File: config.mk
export PLATFORM = sky130hd
export DESIGN_NAME = vector_ram_gather
export DESIGN_NICKNAME = d
export VERILOG_FILES = /design/src/rtl/vector_ram_gather.sv
export SDC_FILE = /design/constraint.sdc
export NUM_CORES = 1
export LEC_CHECK = 0
export ABC_AREA = 1
export CAP_MARGIN = 20
export CORE_MARGIN = 3
export CORE_UTILIZATION = 34
export CTS_CLUSTER_DIAMETER = 80
export CTS_CLUSTER_SIZE = 10
export DETAILED_ROUTE_END_ITERATION = 7
export PLACE_DENSITY_LB_ADDON = 0.25
export SYNTH_ARGS = -nofsm -noshare
export SYNTH_HDL_FRONTEND = slang
export SYNTH_SLANG_ARGS = --single-unit
export TNS_END_PERCENT = 10
File: constraint.sdc
create_clock -name clk -period 3.6 [get_ports clk]
set_clock_uncertainty 0.2 [all_clocks]
set_input_delay 0.72 -clock clk [delete_from_list [all_inputs] [get_ports clk]]
set_output_delay 0.72 -clock clk [all_outputs]
set_load 0.03 [all_outputs]
File: src/rtl/vector_ram_gather.sv
// Gathers LANES consecutive RAM elements into one flattened vector, with a done pulse.
// Define VGATHER_STRIDE_EN to add a per-request address stride port (default stride 1).
module vector_ram_gather #(
    parameter int LANES  = 9,
    parameter int ELEM_W = 9,
    parameter int ADDR_W = 32,
    parameter int RD_LAT = 1
) (
    input  logic                    clk,
    input  logic                    reset,
    input  logic                    start,
    input  logic [ADDR_W-1:0]       base_addr,
`ifdef VGATHER_STRIDE_EN
    input  logic [ADDR_W-1:0]       stride,
`endif
    output logic                    busy,
    output logic                    done,
    output logic [ADDR_W-1:0]       mem_addr,
    output logic                    mem_rden,
    input  logic [ELEM_W-1:0]       mem_q,
    output logic [LANES*ELEM_W-1:0] vec_out
);

    localparam int LANE_W = (LANES > 1) ? $clog2(LANES) : 1;
    localparam logic [LANE_W-1:0] LAST_LANE = LANE_W'(LANES - 1);

    typedef enum logic [1:0] {
        S_IDLE,
        S_ISSUE,
        S_DRAIN
    } state_t;

    state_t state;
    state_t state_next;

    logic [LANE_W-1:0]             issue_cnt;
    logic [LANE_W-1:0]             cnt_next;
    logic [ADDR_W-1:0]             addr_next;
    logic                          rden_next;
    logic [ADDR_W-1:0]             stride_q;
    logic                          accept;
    logic                          last_issue;
    logic                          tail_vld;
    logic [LANE_W-1:0]             tail_lane;
    logic                          capture_last;
    logic [(LANES-1)*ELEM_W-1:0]   staging;
    logic [LANES*ELEM_W-1:0]       vec_next;

`ifdef VGATHER_STRIDE_EN
    always_ff @(posedge clk) begin
        if (!reset) begin
            stride_q <= '0;
        end else if (accept) begin
            stride_q <= stride;
        end
    end
`else
    assign stride_q = ADDR_W'(1);
`endif

    // Lane-tag pipe: aligns each issued lane index with the cycle its data is on mem_q.
    generate
        if (RD_LAT == 0) begin : g_no_dly
            assign tail_vld  = mem_rden;
            assign tail_lane = issue_cnt;
        end else begin : g_dly
            logic [RD_LAT-1:0] dly_vld;
            logic [LANE_W-1:0] dly_lane [RD_LAT];

            always_ff @(posedge clk) begin
                if (!reset) begin
                    dly_vld <= '0;
                    for (int i = 0; i < RD_LAT; i++) begin
                        dly_lane[i] <= '0;
                    end
                end else begin
                    // NOTE: non-blocking assignments let every stage shift from its
                    // pre-edge value, so stage order inside the block does not matter.
                    dly_vld[0]  <= mem_rden;
                    dly_lane[0] <= issue_cnt;
                    for (int i = 1; i < RD_LAT; i++) begin
                        dly_vld[i]  <= dly_vld[i-1];
                        dly_lane[i] <= dly_lane[i-1];
                    end
                end
            end

            assign tail_vld  = dly_vld[RD_LAT-1];
            assign tail_lane = dly_lane[RD_LAT-1];
        end
    endgenerate

    assign accept       = (state == S_IDLE) && start;
    assign last_issue   = (state == S_ISSUE) && (issue_cnt == LAST_LANE);
    assign capture_last = tail_vld && (tail_lane == LAST_LANE);

    always_ff @(posedge clk) begin
        if (!reset) begin
            state <= S_IDLE;
        end else begin
            state <= state_next;
        end
    end

    always_comb begin
        // NOTE: the default assignment first keeps every path assigned, so no latch is inferred.
        state_next = state;
        unique case (state)
            S_IDLE: begin
                if (start) begin
                    state_next = S_ISSUE;
                end
            end
            S_ISSUE: begin
                if (capture_last) begin
                    state_next = S_IDLE;
                end else if (last_issue) begin
                    state_next = S_DRAIN;
                end
            end
            S_DRAIN: begin
                if (capture_last) begin
                    state_next = S_IDLE;
                end
            end
            default: state_next = S_IDLE;
        endcase
    end

    always_comb begin
        rden_next = mem_rden;
        addr_next = mem_addr;
        cnt_next  = issue_cnt;
        if (accept) begin
            rden_next = 1'b1;
            addr_next = base_addr;
            cnt_next  = '0;
        end else if (state == S_ISSUE) begin
            if (last_issue) begin
                rden_next = 1'b0;
            end else begin
                addr_next = mem_addr + stride_q;
                cnt_next  = issue_cnt + LANE_W'(1);
            end
        end
    end

    always_ff @(posedge clk) begin
        if (!reset) begin
            busy      <= 1'b0;
            done      <= 1'b0;
            mem_rden  <= 1'b0;
            mem_addr  <= '0;
            issue_cnt <= '0;
        end else begin
            busy      <= (state_next != S_IDLE);
            done      <= capture_last;
            mem_rden  <= rden_next;
            mem_addr  <= addr_next;
            issue_cnt <= cnt_next;
        end
    end

    // NOTE: staging needs no reset; every lane is rewritten before vec_out ever loads it.
    always_ff @(posedge clk) begin
        if (tail_vld && !capture_last) begin
            staging[int'(tail_lane)*ELEM_W +: ELEM_W] <= mem_q;
        end
    end

    assign vec_next = {mem_q, staging};

    // The final element bypasses staging so the whole vector updates on one edge.
    always_ff @(posedge clk) begin
        if (!reset) begin
            vec_out <= '0;
        end else if (capture_last) begin
            vec_out <= vec_next;
        end
    end

endmodule

==> impl_metrics.py <==
metrics = {
    "cts": {
        "cts_resized": 0,
        "cts_made_buffers": 17,
        "clockBufferDepth": 2,
        "clk_latency_ns": 0.44,
        "ctsHoldBuffers": 0,
        "h-tree-depth": 4,
        "cts_sinks": 199,
        "cts_root_buffer": "clkbuf_16",
        "postCtsSetupBuffers": 0,
        "cts_tree": "built",
        "clkSlewWorstSetupHoldPaths_ns": 0.09,
    },
    "worst_setup_path": {
        "crit_start": "g_dly.dly_lane[0][0]",
        "cp-start-kind": "flip-flop",
        "crit_arrival_ns": 2.93,
        "r2r_start": "g_dly.dly_lane[0][0]",
        "path_max_fanout": 20,
        "critical_path_class": "reg2reg",
        "end_kind": "flip-flop",
        "cp.required_ns": 3.46,
    },
    "timing": {
        "finalSetupViolCount": 0,
        "grt_setup_unrepaired": "false",
        "worstMarginPinSlew_ns": 1.03,
        "tns_ns": 0,
        "finalMaxSlewViolations": 0,
        "relSlewSlack": 0.314,
        "timing.final.ws_setup_ns": 0.530,
        "finalCritPeriodShare": 0.853,
        "report.final.hold_viol_count": 0,
        "fmax_mhz": 326,
        "period_minus_slack_ns": 3.07,
    },
    "route": {
        "dr.pass1.iters": 6,
        "avgViaCountPerCell": 4.86,
        "drc": 0,
        "dr.first_iter.drc_count": 522,
        "wl_met3_um": 1590,
        "drt-met1-wl_um": 10100,
        "ant_nets": 0,
        "wl_met2_um": 10900,
        "vias": 7345,
        "dr.max_layer_used": "met4",
        "routed_wirelength_um": 23100,
        "wl_per_cell_um": 15.3,
    },
    "hold_path": {
        "hp-start": "staging[7]",
        "hold_class": "reg2reg",
    },
    "logic_synthesis": {
        "syn_area_mm2": 0.00836,
        "syn_nets": 1085,
        "avgSynthCellArea_um2": 8.08,
        "seq_area_frac_synth": 0.563,
        "syn_inst": 1034,
        "yosys_warnings": 0,
        "ys_types": 34,
        "synth_ff_type": "dfxtp_1",
        "synth-seq-cells": 199,
        "synthArstFlopShare": 0,
        "synth_edf_count": 72,
    },
    "grt": {
        "grt_pass1_wl_um": 36400,
        "antenna_found_initial": 1,
        "grt_overflow": 0,
        "grt_pass1_vias": 6805,
        "track_usage": 0.175,
        "grt_max_degree": 97,
    },
    "power": {
        "peakVddDrop_mv": 0.346,
        "pwr_density_cell_mw_per_mm2": 438,
        "leakagePower_nw": 4.24,
    },
    "placement": {
        "gp_congestion": 0.869,
        "dp.cells": 1478,
        "dp_slack_ns": 0.577,
        "portBuffers": 159,
        "hpwlAfterDp_um": 16400,
        "placed_area_mm2": 0.0102,
    },
    "layout": {
        "final_common_cell": "nand2_1",
        "layout_common_cells": "nand2_1, clkdlybuf4s50_1, nand3_1",
        "fillers": 2405,
        "fin_area_mm2": 0.0109,
        "stdcell_count": 1511,
        "area_delta_synth_final_pct": 30.0,
        "layout-drive-gt1-share": 0.0605,
        "finalNetCount": 1229,
        "multiInputGateArea_mm2": 0.00318,
        "register_area_mm2": 0.00470,
        "final_util": 0.456,
    },
    "floorplan": {
        "dieHeight_um": 163,
        "core-area_mm2": 0.0238,
        "rows": 56,
        "initial_core_util": 0.351,
        "die_area_mm2": 0.0265,
        "die_x_um": 163,
        "ios": 160,
    },
    "flow_run": {
        "cap_violations": 0,
    },
    "status": {
        "status": "complete, no violations",
    },
}
==> flip-flops by register name, summed over array words and instances, names as in the netlist <==
signal / count
mem_addr: 32
g_dly.dly_vld: 1
issue_cnt: 4
state: 2
mem_rden: 1
done: 1
vec_out: 81
busy: 1
staging: 72
g_dly.dly_lane: 4
==> power breakdown <==
group / switching [W] / total [W] / internal (W) / leakage (nW)
combinational: 0.000256 / 0.000407 / 0.000151 / 2.13
sequential: 0.0000473 / 0.00240 / 0.00236 / 1.81
clock: 0.000995 / 0.00195 / 0.000956 / 0.298
==> worst max-delay path: stages, from the launching register on <==
cell,delay (ns)
dfxtp_1,0.67
inv_2,0.17
ha_1,0.57
inv_1,0.17
nand4_2,0.26
nor2_1,0.66
==> cells by family after synthesis <==
family | Yosys count | synth area share
AOI/OAI and AO/OA | 54 | 0.0376
DFF | 199 | 0.563
buffers and inverters | 119 | 0.0579
and+or+nand+nor | 652 | 0.327
xor gates and xnor gates | 3 | 0.00404
adders and majority gates | 7 | 0.0105
==> layer usage <==
layer,up-vias,track usage
met1,3445,0.234
met4,0,0.0611
met2,222,0.276
met3,30,0.0432
met5,-,0
li1,3648,-
==> Yosys cell counts (2+ instances only) <==
cell,n,share of area
nor2_2,7,0.0052
a211oi_1,2,0.0018
nand3b_1,4,0.0036
nand4_1,4,0.0030
nor3_1,10,0.0060
a31oi_1,10,0.0075
buf_1,8,0.0036
dfxtp_1,127,0.30
nor2_1,142,0.064
nand2_1,325,0.15
nand2_2,4,0.0030
inv_2,7,0.0031
xnor2_1,2,0.0021
and2_1,2,0.0015
a21oi_1,19,0.011
o21ai_1,9,0.0054
o21ai_0,4,0.0024
inv_1,63,0.028
clkbuf_1,17,0.0076
o22ai_1,2,0.0015
o211ai_1,4,0.0036
ha_1,7,0.010
buf_2,21,0.013
nand3_1,150,0.090
edfxtp_1,72,0.26
buf_4,3,0.0027
nor2_4,2,0.0027
==> final timing paths <==
check,end,slack (ns),depth (start not counted)
min,vec_out[7],0.22,2
max reg2reg,staging[6],0.53,5
min reg2reg,vec_out[7],0.22,2
max,staging[6],0.53,5
==> stage by stage <==
stage	hold slack, ns	total power (W)
final	0.221	0.00476
after CTS	0.226	0.00481
after detailed placement	0.219	0.00286
after global placement	0.215	0.00286
after floorplan	0.212	0.00268
after global routing	0.258	0.00494
==> area by class of cell <==
class                           count  area share
Sequential cell                   199       0.433
Clock inverter                     15      0.0174
Clock buffer                       17      0.0392
Multi-Input combinational cell    716       0.293
Tap cell                          319      0.0367
Timing Repair Buffer              174       0.157
Inverter                           70      0.0242
Antenna cell                        1    0.000230
No activity file was read; power rests on OpenSTA's default activity.
